<file path="src/rtl/alu_share_arb.sv">
// Two-requester round-robin arbiter in front of a shared 32-bit add/sub/and/or ALU.
// Registered result with NZCV flags and requester tag; bounded lock for dependent sequences.
module alu_share_arb #(
   parameter int LOCK_MAX = 4
) (
   input  logic        clk,
   input  logic        rst_n,
   input  logic        req0_valid,
   output logic        req0_ready,
   input  logic [31:0] req0_a,
   input  logic [31:0] req0_b,
   input  logic [1:0]  req0_ctrl,
   input  logic        req0_lock,
   input  logic        req1_valid,
   output logic        req1_ready,
   input  logic [31:0] req1_a,
   input  logic [31:0] req1_b,
   input  logic [1:0]  req1_ctrl,
   input  logic        req1_lock,
   output logic        rsp0_valid,
   output logic        rsp1_valid,
   output logic [31:0] rsp_result,
   output logic [3:0]  rsp_flags,
   output logic        rsp_id
);
   localparam int CW = $clog2(LOCK_MAX + 1);

   typedef enum logic [1:0] {ARB = 2'd0, LOCK0 = 2'd1, LOCK1 = 2'd2} state_t;

   state_t          state_q, state_d;
   logic            ptr_q, ptr_d;
   logic [CW-1:0]   cnt_q, cnt_d, cnt_inc;
   logic            gnt0, gnt1, sel, xfer;
   logic [31:0]     op_a, op_b, bx, res;
   logic [1:0]      op;
   logic            op_lock, c_f, v_f;
   logic [32:0]     sum;
   logic [31:0]     rsp_result_q, rsp_result_d;
   logic [3:0]      rsp_flags_q, rsp_flags_d;
   logic            rsp_id_q, rsp_id_d;
   logic            rsp0_valid_q, rsp1_valid_q;

   // Grant: the lock owner is the only candidate, otherwise ptr breaks ties.
   always_comb begin
      gnt0 = 1'b0;
      gnt1 = 1'b0;
      case (state_q)
         LOCK0:   gnt0 = req0_valid;
         LOCK1:   gnt1 = req1_valid;
         default: begin
            if (req0_valid && (!req1_valid || !ptr_q)) gnt0 = 1'b1;
            else if (req1_valid)                      gnt1 = 1'b1;
         end
      endcase
   end

   assign sel        = gnt1;
   assign xfer       = gnt0 | gnt1;
   assign req0_ready = gnt0;
   assign req1_ready = gnt1;

   assign op_a    = sel ? req1_a    : req0_a;
   assign op_b    = sel ? req1_b    : req0_b;
   assign op      = sel ? req1_ctrl : req0_ctrl;
   assign op_lock = sel ? req1_lock : req0_lock;

   assign bx  = op[0] ? ~op_b : op_b;
   assign sum = {1'b0, op_a} + {1'b0, bx} + {32'b0, op[0]};

   always_comb begin
      res = sum[31:0];
      c_f = 1'b0;
      v_f = 1'b0;
      case (op)
         2'b10:   res = op_a & op_b;
         2'b11:   res = op_a | op_b;
         default: begin
            c_f = sum[32];
            // Subtract overflows when operand signs differ; add when they match.
            v_f = ((op_a[31] ^ op_b[31]) == op[0]) && (res[31] != op_a[31]);
         end
      endcase
   end

   always_comb begin
      state_d      = state_q;
      cnt_d        = cnt_q;
      ptr_d        = ptr_q;
      cnt_inc      = cnt_q + CW'(1);
      rsp_result_d = rsp_result_q;
      rsp_flags_d  = rsp_flags_q;
      rsp_id_d     = rsp_id_q;
      if (xfer) begin
         ptr_d        = ~sel;
         rsp_result_d = res;
         rsp_flags_d  = {res[31], (res == 32'd0), c_f, v_f};
         rsp_id_d     = sel;
         if (state_q == ARB) begin
            if (op_lock && (LOCK_MAX > 1)) begin
               state_d = sel ? LOCK1 : LOCK0;
               cnt_d   = CW'(1);
            end
         end else if (!op_lock || (cnt_inc == CW'(LOCK_MAX))) begin
            state_d = ARB;
            cnt_d   = '0;
         end else begin
            cnt_d = cnt_inc;
         end
      end
   end

   always_ff @(posedge clk or negedge rst_n) begin
      if (!rst_n) begin
         state_q      <= ARB;
         cnt_q        <= '0;
         ptr_q        <= 1'b0;
         rsp_result_q <= '0;
         rsp_flags_q  <= '0;
         rsp_id_q     <= 1'b0;
         rsp0_valid_q <= 1'b0;
         rsp1_valid_q <= 1'b0;
      end else begin
         state_q      <= state_d;
         cnt_q        <= cnt_d;
         ptr_q        <= ptr_d;
         rsp_result_q <= rsp_result_d;
         rsp_flags_q  <= rsp_flags_d;
         rsp_id_q     <= rsp_id_d;
         rsp0_valid_q <= gnt0;
         rsp1_valid_q <= gnt1;
      end
   end

   assign rsp_result = rsp_result_q;
   assign rsp_flags  = rsp_flags_q;
   assign rsp_id     = rsp_id_q;
   assign rsp0_valid = rsp0_valid_q;
   assign rsp1_valid = rsp1_valid_q;
endmodule

</file>
<file path="config.mk">
export PLATFORM = sky130hd
export DESIGN_NAME = alu_share_arb
export DESIGN_NICKNAME = d
export VERILOG_FILES = /design/src/rtl/alu_share_arb.sv
export SDC_FILE = /design/constraint.sdc
export NUM_CORES = 1
export LEC_CHECK = 0
export CAP_MARGIN = 40
export CORE_AREA = 10 10 123 125
export CTS_BUF_LIST = sky130_fd_sc_hd__clkbuf_4
export CTS_CLUSTER_DIAMETER = 150
export DETAILED_ROUTE_END_ITERATION = 8
export DIE_AREA = 0 0 133 135
export PLACE_DENSITY = 0.83
export SLEW_MARGIN = 20
export SYNTH_ARGS = -nofsm -noshare
export SYNTH_HDL_FRONTEND = slang
export SYNTH_SLANG_ARGS = --single-unit
</file>
<file path="constraint.sdc">
create_clock -name clk -period 6 [get_ports clk]
set_input_delay 0.9 -clock clk [delete_from_list [all_inputs] [get_ports clk]]
set_output_delay 0.9 -clock clk [all_outputs]
set_load 0.1 [all_outputs]
</file>
# Word level (Yosys, flattened, before mapping)

Index checks and enable logic that the tools add are counted.

Flip-flop bits (word level): 45
Input port bits: 138
Output and inout bits: 41
Logic and storage cells: 58

$add $sub $neg: 3
Eq/ne operators: 8
Mux-type cells: 20
Bitwise gates (word level): 6
Reductions and logical operators: 13

Operators with widths:

| operator              | number |
|---|---|
| $mux W32              | 3 |
| $pmux W32 S2          | 1 |
| $add A32 B32 Y33      | 1 |
| $add A33 B1 Y33       | 1 |
| $and A32 B32 Y32      | 1 |
| $logic_not A32 Y1     | 1 |
| $not A32 Y32          | 1 |
| $or A32 B32 Y32       | 1 |
| $mux W2               | 5 |
| $mux W3               | 3 |
| $eq A2 B2 Y1 const B  | 3 |
| $mux W1               | 6 |
| $pmux W1 S2           | 2 |
| $add A3 B1 Y3 const B | 1 |
| $eq A3 B3 Y1 const B  | 1 |
| $logic_not A1 Y1      | 3 |
| $reduce_and A3 Y1     | 1 |
| $eq A2 B1 Y1 const B  | 1 |
| $logic_and A1 B1 Y1   | 2 |
| $logic_not A2 Y1      | 1 |
| $logic_or A1 B1 Y1    | 2 |
| $ne A2 B2 Y1 const B  | 1 |
| $reduce_and A2 Y1     | 1 |
| $reduce_bool A2 Y1    | 1 |
| other kinds (6)       | 6 |

# Logic depth before layout (Yosys ltp)

Depth in word-level cells: 13
Gate-level depth with buffers: 24

# Worst setup path after synthesis

Ideal clock, no wire load.

Kind: input -> register
Start point: input port req0_valid
End point: register rsp_flags_q[2], in the netlist rsp_flags[2]
Arrival: 5.917 ns
Data required time: 5.932 ns
Path slack: 0.016 ns
Stages: 22
Cells stage by stage: or3b_4 nand3_4 inv_2 buf_6 buf_2 buf_1 clkbuf_1 clkbuf_1 nand2_1 nand2_1 ha_1 clkbuf_1 nand2_1 o21ai_1 a211o_1 a21o_1 or3_2 a31oi_1 o21ai_0 nor4_2 nand4_1 nand2_1

Cells in the longest elaborated chain, start to end: 10

RTL lines:

| element                | line | source |
|---|---|---|
| start: declaration     | 8    | `input logic req0_valid,` |
| $logic_and A1 B1 Y1 *  | 51   | `if (req0_valid && (!req1_valid \|\| !ptr_q)) gnt0 = 1'b1;` |
| $mux W1 *              | 51   |  |
| $pmux W1 S2 *          | 47   | `case (state_q)` |
| named net req1_ready   | 15   | `output logic req1_ready,` |
| $mux W32               | 63   | `assign op_b = sel ? req1_b : req0_b;` |
| $not A32 Y32           | 67   | `assign bx = op[0] ? ~op_b : op_b;` |
| $mux W32               | 67   |  |
| $add A32 B32 Y33       | 68   | `assign sum = {1'b0, op_a} + {1'b0, bx} + {32'b0, op[0]};` |
| $add A33 B1 Y33        | 68   |  |
| $pmux W32 S2           | 74   | `case (op)` |
| $logic_not A32 Y1      | 96   | `rsp_flags_d = {res[31], (res == 32'd0), c_f, v_f};` |
| end signal: assignment | 127  | `rsp_flags_q <= rsp_flags_d;` |
| end: declaration       | 39   | `logic [3:0] rsp_flags_q, rsp_flags_d;` |

The timed path passes the listed nets; every way through them passes the cells marked *.
A chain may end at the register's enable or synchronous reset.

# Worst setup path after layout

Start point: input port req0_valid
End point: register rsp_flags_q[2], in the netlist rsp_flags[2]

Cells in the longest elaborated chain, start to end: 10

RTL lines:

| element             | line |
|---|---|
| $logic_and A1 B1 Y1 | 51 |
| $mux W1             | 51 |
| $pmux W1 S2         | 47 |
| $mux W32            | 63 |
| $not A32 Y32        | 67 |
| $mux W32            | 67 |
| $add A32 B32 Y33    | 68 |
| $add A33 B1 Y33     | 68 |
| $pmux W32 S2        | 74 |
| $logic_not A32 Y1   | 96 |

Several ways; a longest one is shown, not always the timed one.

==> impl_metrics.tcl <==
set metrics [dict create \
    drt_iter0_markers 879 \
    h-tree-depth 2 \
    hold_class "reg -> reg" \
    critPathBufInv 3 \
    status "completed" \
    n_antenna_cell 0 \
    grt.overflow.total 0 \
    ys_warn_count 0 \
    vias 7342 \
    place_worst_setup_slack_ps 521 \
    drtAntennaViolNets 0 \
    ys.flop_type "dfrtp_1" \
    worstPathArrival_ps 5580 \
    worstSkewPairLatency_ps 380 \
    setup_viol_count_final 0 \
    synth_cell_type_count 76 \
    crit_family "simple AND/OR/NAND/NOR gates" \
    syn_inst 831 \
    clock_sinks 44 \
    port_buffers 178 \
    hpwl_um 20000 \
    use_met1_pct 33.7 \
    clock_path_buffers 2 \
    drc 0 \
    coreArea_um2 12600 \
    fin_crit_sh_pct 87.7 \
    cp_max_fo 33 \
    ys_seq_elements 44 \
    postCtsHoldBufs 0 \
    maxCapViolations 0 \
    tns_ps 0 \
    hold_viol 0 \
    dp_cells 1197 \
    holdWs_ps 509 \
    start_util_pct 49.7 \
    worstMarginPinSlew_ps 662 \
    post_cts_resized 0 \
    crit_path_end_kind "flop" \
    met3_usage_pct 6.05 \
    gr-usage-met2_pct 44.0 \
    grt.total_usage_pct 26.5 \
    clk_pin_slew_worst_paths_ps 130 \
    grt-busiest-layer "met2" \
    wl_um 24800 \
    crit_top_cell "nand4_1" \
    synth_fp_nets 1008 \
    cts_tree "done" \
    antenna_found_initial 0 \
    drive_above_1_share_pct 10.7 \
    slowest_stage "clkdlybuf4s50_1" \
    first_pass_iters 6 \
    nets 1210 \
    syn_area_um2 6250 \
    die_x_um 133 \
    wire_per_inst_um 20.6 \
    postCtsSetupBuffers 0 \
    path_cells "clkdlybuf4s50_1 > or3b_4 > nand3_4 > clkinv_2 > buf_12 > mux2i_1 > xnor2_1 > fa_1 > a211oi_1 > o21bai_1 > o21a_1 > o211a_1 > or3_1 > a31oi_1 > nand4_1 > nor4_2 > nand4_1 > nand2_1" \
    relSlewSlack_pct 55.9 \
    fin_crit_ps 5260 \
    skew_ps 10.3 \
    grt_pass1_wl_um 39000 \
    stdcell_count 1205 \
    startpoint_type "primary input" \
    via_per_inst 6.09 \
    io_pins 179 \
    rsz0062_at_grt "no" \
    grt_start_max_net_pins 45 \
    seq_area_frac_synth_pct 17.6 \
    cts_made_buffers 5 \
    dieArea_um2 18000 \
    synth_edf_count 0 \
    synth_area_per_cell_um2 7.52 \
    clockRootBuffer "clkbuf_4" \
    fmax_ghz 0.190 \
    num_rows 41 \
    place_congestion 1.02 \
    area_growth_pct 46.7 \
    die_h_um 135 \
    path_class "in -> reg" \
    required_ps 6320 \
    slew_violations 0 \
    first_global_vias 7260 \
    cp_slowest_stage_delay_ps 510 \
    setup_ws_ps 739 \
    async_flop_share_pct 100 \
]
[logic make-up (layout without fill, tap and decap cells)]
group / Yosys count / after routing / share of synthesized area [%]
and+or+nand+nor: 304 / 304 / 22.3
adders and majority gates: 57 / 57 / 10.8
AOI/OAI and AO/OA: 241 / 241 / 26.3
buffers and inverters: 77 / 279 / 5.94
xor gates and xnor gates: 44 / 44 / 6.16
DFF: 44 / 44 / 17.6
muxes: 64 / 64 / 10.9
[state kept, by name (all words and copies together), names as in the netlist]
signal	count
cnt_q	3
ptr_q	1
rsp0_valid	1
rsp1_valid	1
rsp_flags	3
rsp_id	1
rsp_result	32
state_q	2
[per-stage QoR]
step           instance area (um^2)  util (%)
6_report                       9180      73.0
5_1_grt                        9180      73.0
4_1_cts                        9150      72.8
3_5_place_dp                   9050      72.0
3_3_place_gp                   8180      65.1
2_1_floorplan                  6250         -
[routing by layer]
layer / vias up / part of all wire [%]
met3: 51 / 9.1
li1: 3434 / -
met5: - / 0
met2: 392 / 47
met4: 0 / 2.4
met1: 3465 / 42
[cell type report]
type | count | area [um^2]
multi-input combinational | 710 | 4780
fill | 913 | 3390
timing repair buffer | 245 | 2880
sequential | 44 | 1100
tap | 172 | 215
inverter | 27 | 103
clock inverter | 2 | 60.1
clock buffer | 5 | 37.5
[cells in the final DEF, fill, tap and decap left out, types with 5 or more instances in the layout]
cell type	count
a211o_1	5
a211oi_1	8
a21o_1	15
a21oi_1	69
a311oi_1	5
a31oi_1	8
and2_1	7
and3_1	6
buf_16	21
buf_4	23
buf_8	21
clkbuf_4	5
clkdlybuf4s50_1	176
dfrtp_1	44
ha_1	38
inv_1	26
maj3_1	17
mux2_2	15
mux2i_1	46
nand2_1	132
nand3_1	16
nand4_1	11
nor2_1	75
nor2b_1	6
nor3_1	20
nor4_1	9
o211a_1	5
o211ai_1	9
o21a_1	9
o21ai_0	49
o31ai_1	8
xnor2_1	39
xor2_1	5
[cells in the mapped netlist, types with 4 or more instances]
master	number	area, um^2
buf_1	5	18.8
or3_1	4	25.0
a21oi_1	69	345
nor3_1	20	100
nand2_1	133	499
and3_1	6	37.5
o21a_1	9	67.6
nor3b_1	4	30.0
clkbuf_1	27	101
a31oi_1	8	50.1
maj3_1	17	170
buf_4	4	30.0
a21o_1	15	113
ha_1	38	475
nor2_1	75	282
inv_1	26	97.6
a311oi_1	5	43.8
xor2_1	5	43.8
and2_1	7	43.8
nand3_1	16	80.1
o211ai_1	9	67.6
mux2_2	15	169
a211oi_1	8	60.1
o31ai_1	8	60.1
nand4_1	11	68.8
xnor2_1	39	342
nor4_1	9	56.3
a211o_1	5	43.8
buf_6	8	90.1
o41ai_1	4	35.0
o21ai_0	49	245
mux2i_1	46	460
dfrtp_1	44	1100
buf_2	6	30.0
o211a_1	5	50.1
nor2b_1	6	37.5
o21bai_1	4	30.0
[final timing paths]
| path | end | start | depth (start not counted) | slack, ps |
|---|---|---|---|---|
| min in group asynchronous | cnt_q[0]$_DFFE_PN0P_ | rst_n | 1 | 540 |
| worst max-delay path | rsp_flags[2]$_DFFE_PN0P_ | req0_valid | 18 | 740 |
| worst max register to register | rsp_flags[2]$_DFFE_PN0P_ | state_q[0]$_DFFE_PN0P_ | 19 | 850 |
| worst min-delay path | rsp_result[19]$_DFFE_PN0P_ | rsp_result[19]$_DFFE_PN0P_ | 2 | 510 |
| worst min register to register | rsp_result[19]$_DFFE_PN0P_ | rsp_result[19]$_DFFE_PN0P_ | 2 | 510 |
| max in group asynchronous | ptr_q$_DFFE_PN0P_ | rst_n | 2 | 4930 |
[worst reg2reg max path, cell delays in order (launching register included)]
cell      delay, ps
dfrtp_1         400
inv_1            90
ha_1            380
nor2b_1         180
o31ai_1         540
nand2_2         220
buf_4           260
buf_4           200
xnor2_1         130
ha_1            370
o21ai_0         180
o21bai_1        170
o21a_1          240
o211a_1         270
or3_1           370
a31oi_1         470
nand4_1         190
nor4_2          230
nand4_1         110
nand2_1          90
Power is left out: the tool's default activity adds up to more than one toggle a clock period on the data nets, which glitch-free logic cannot reach.
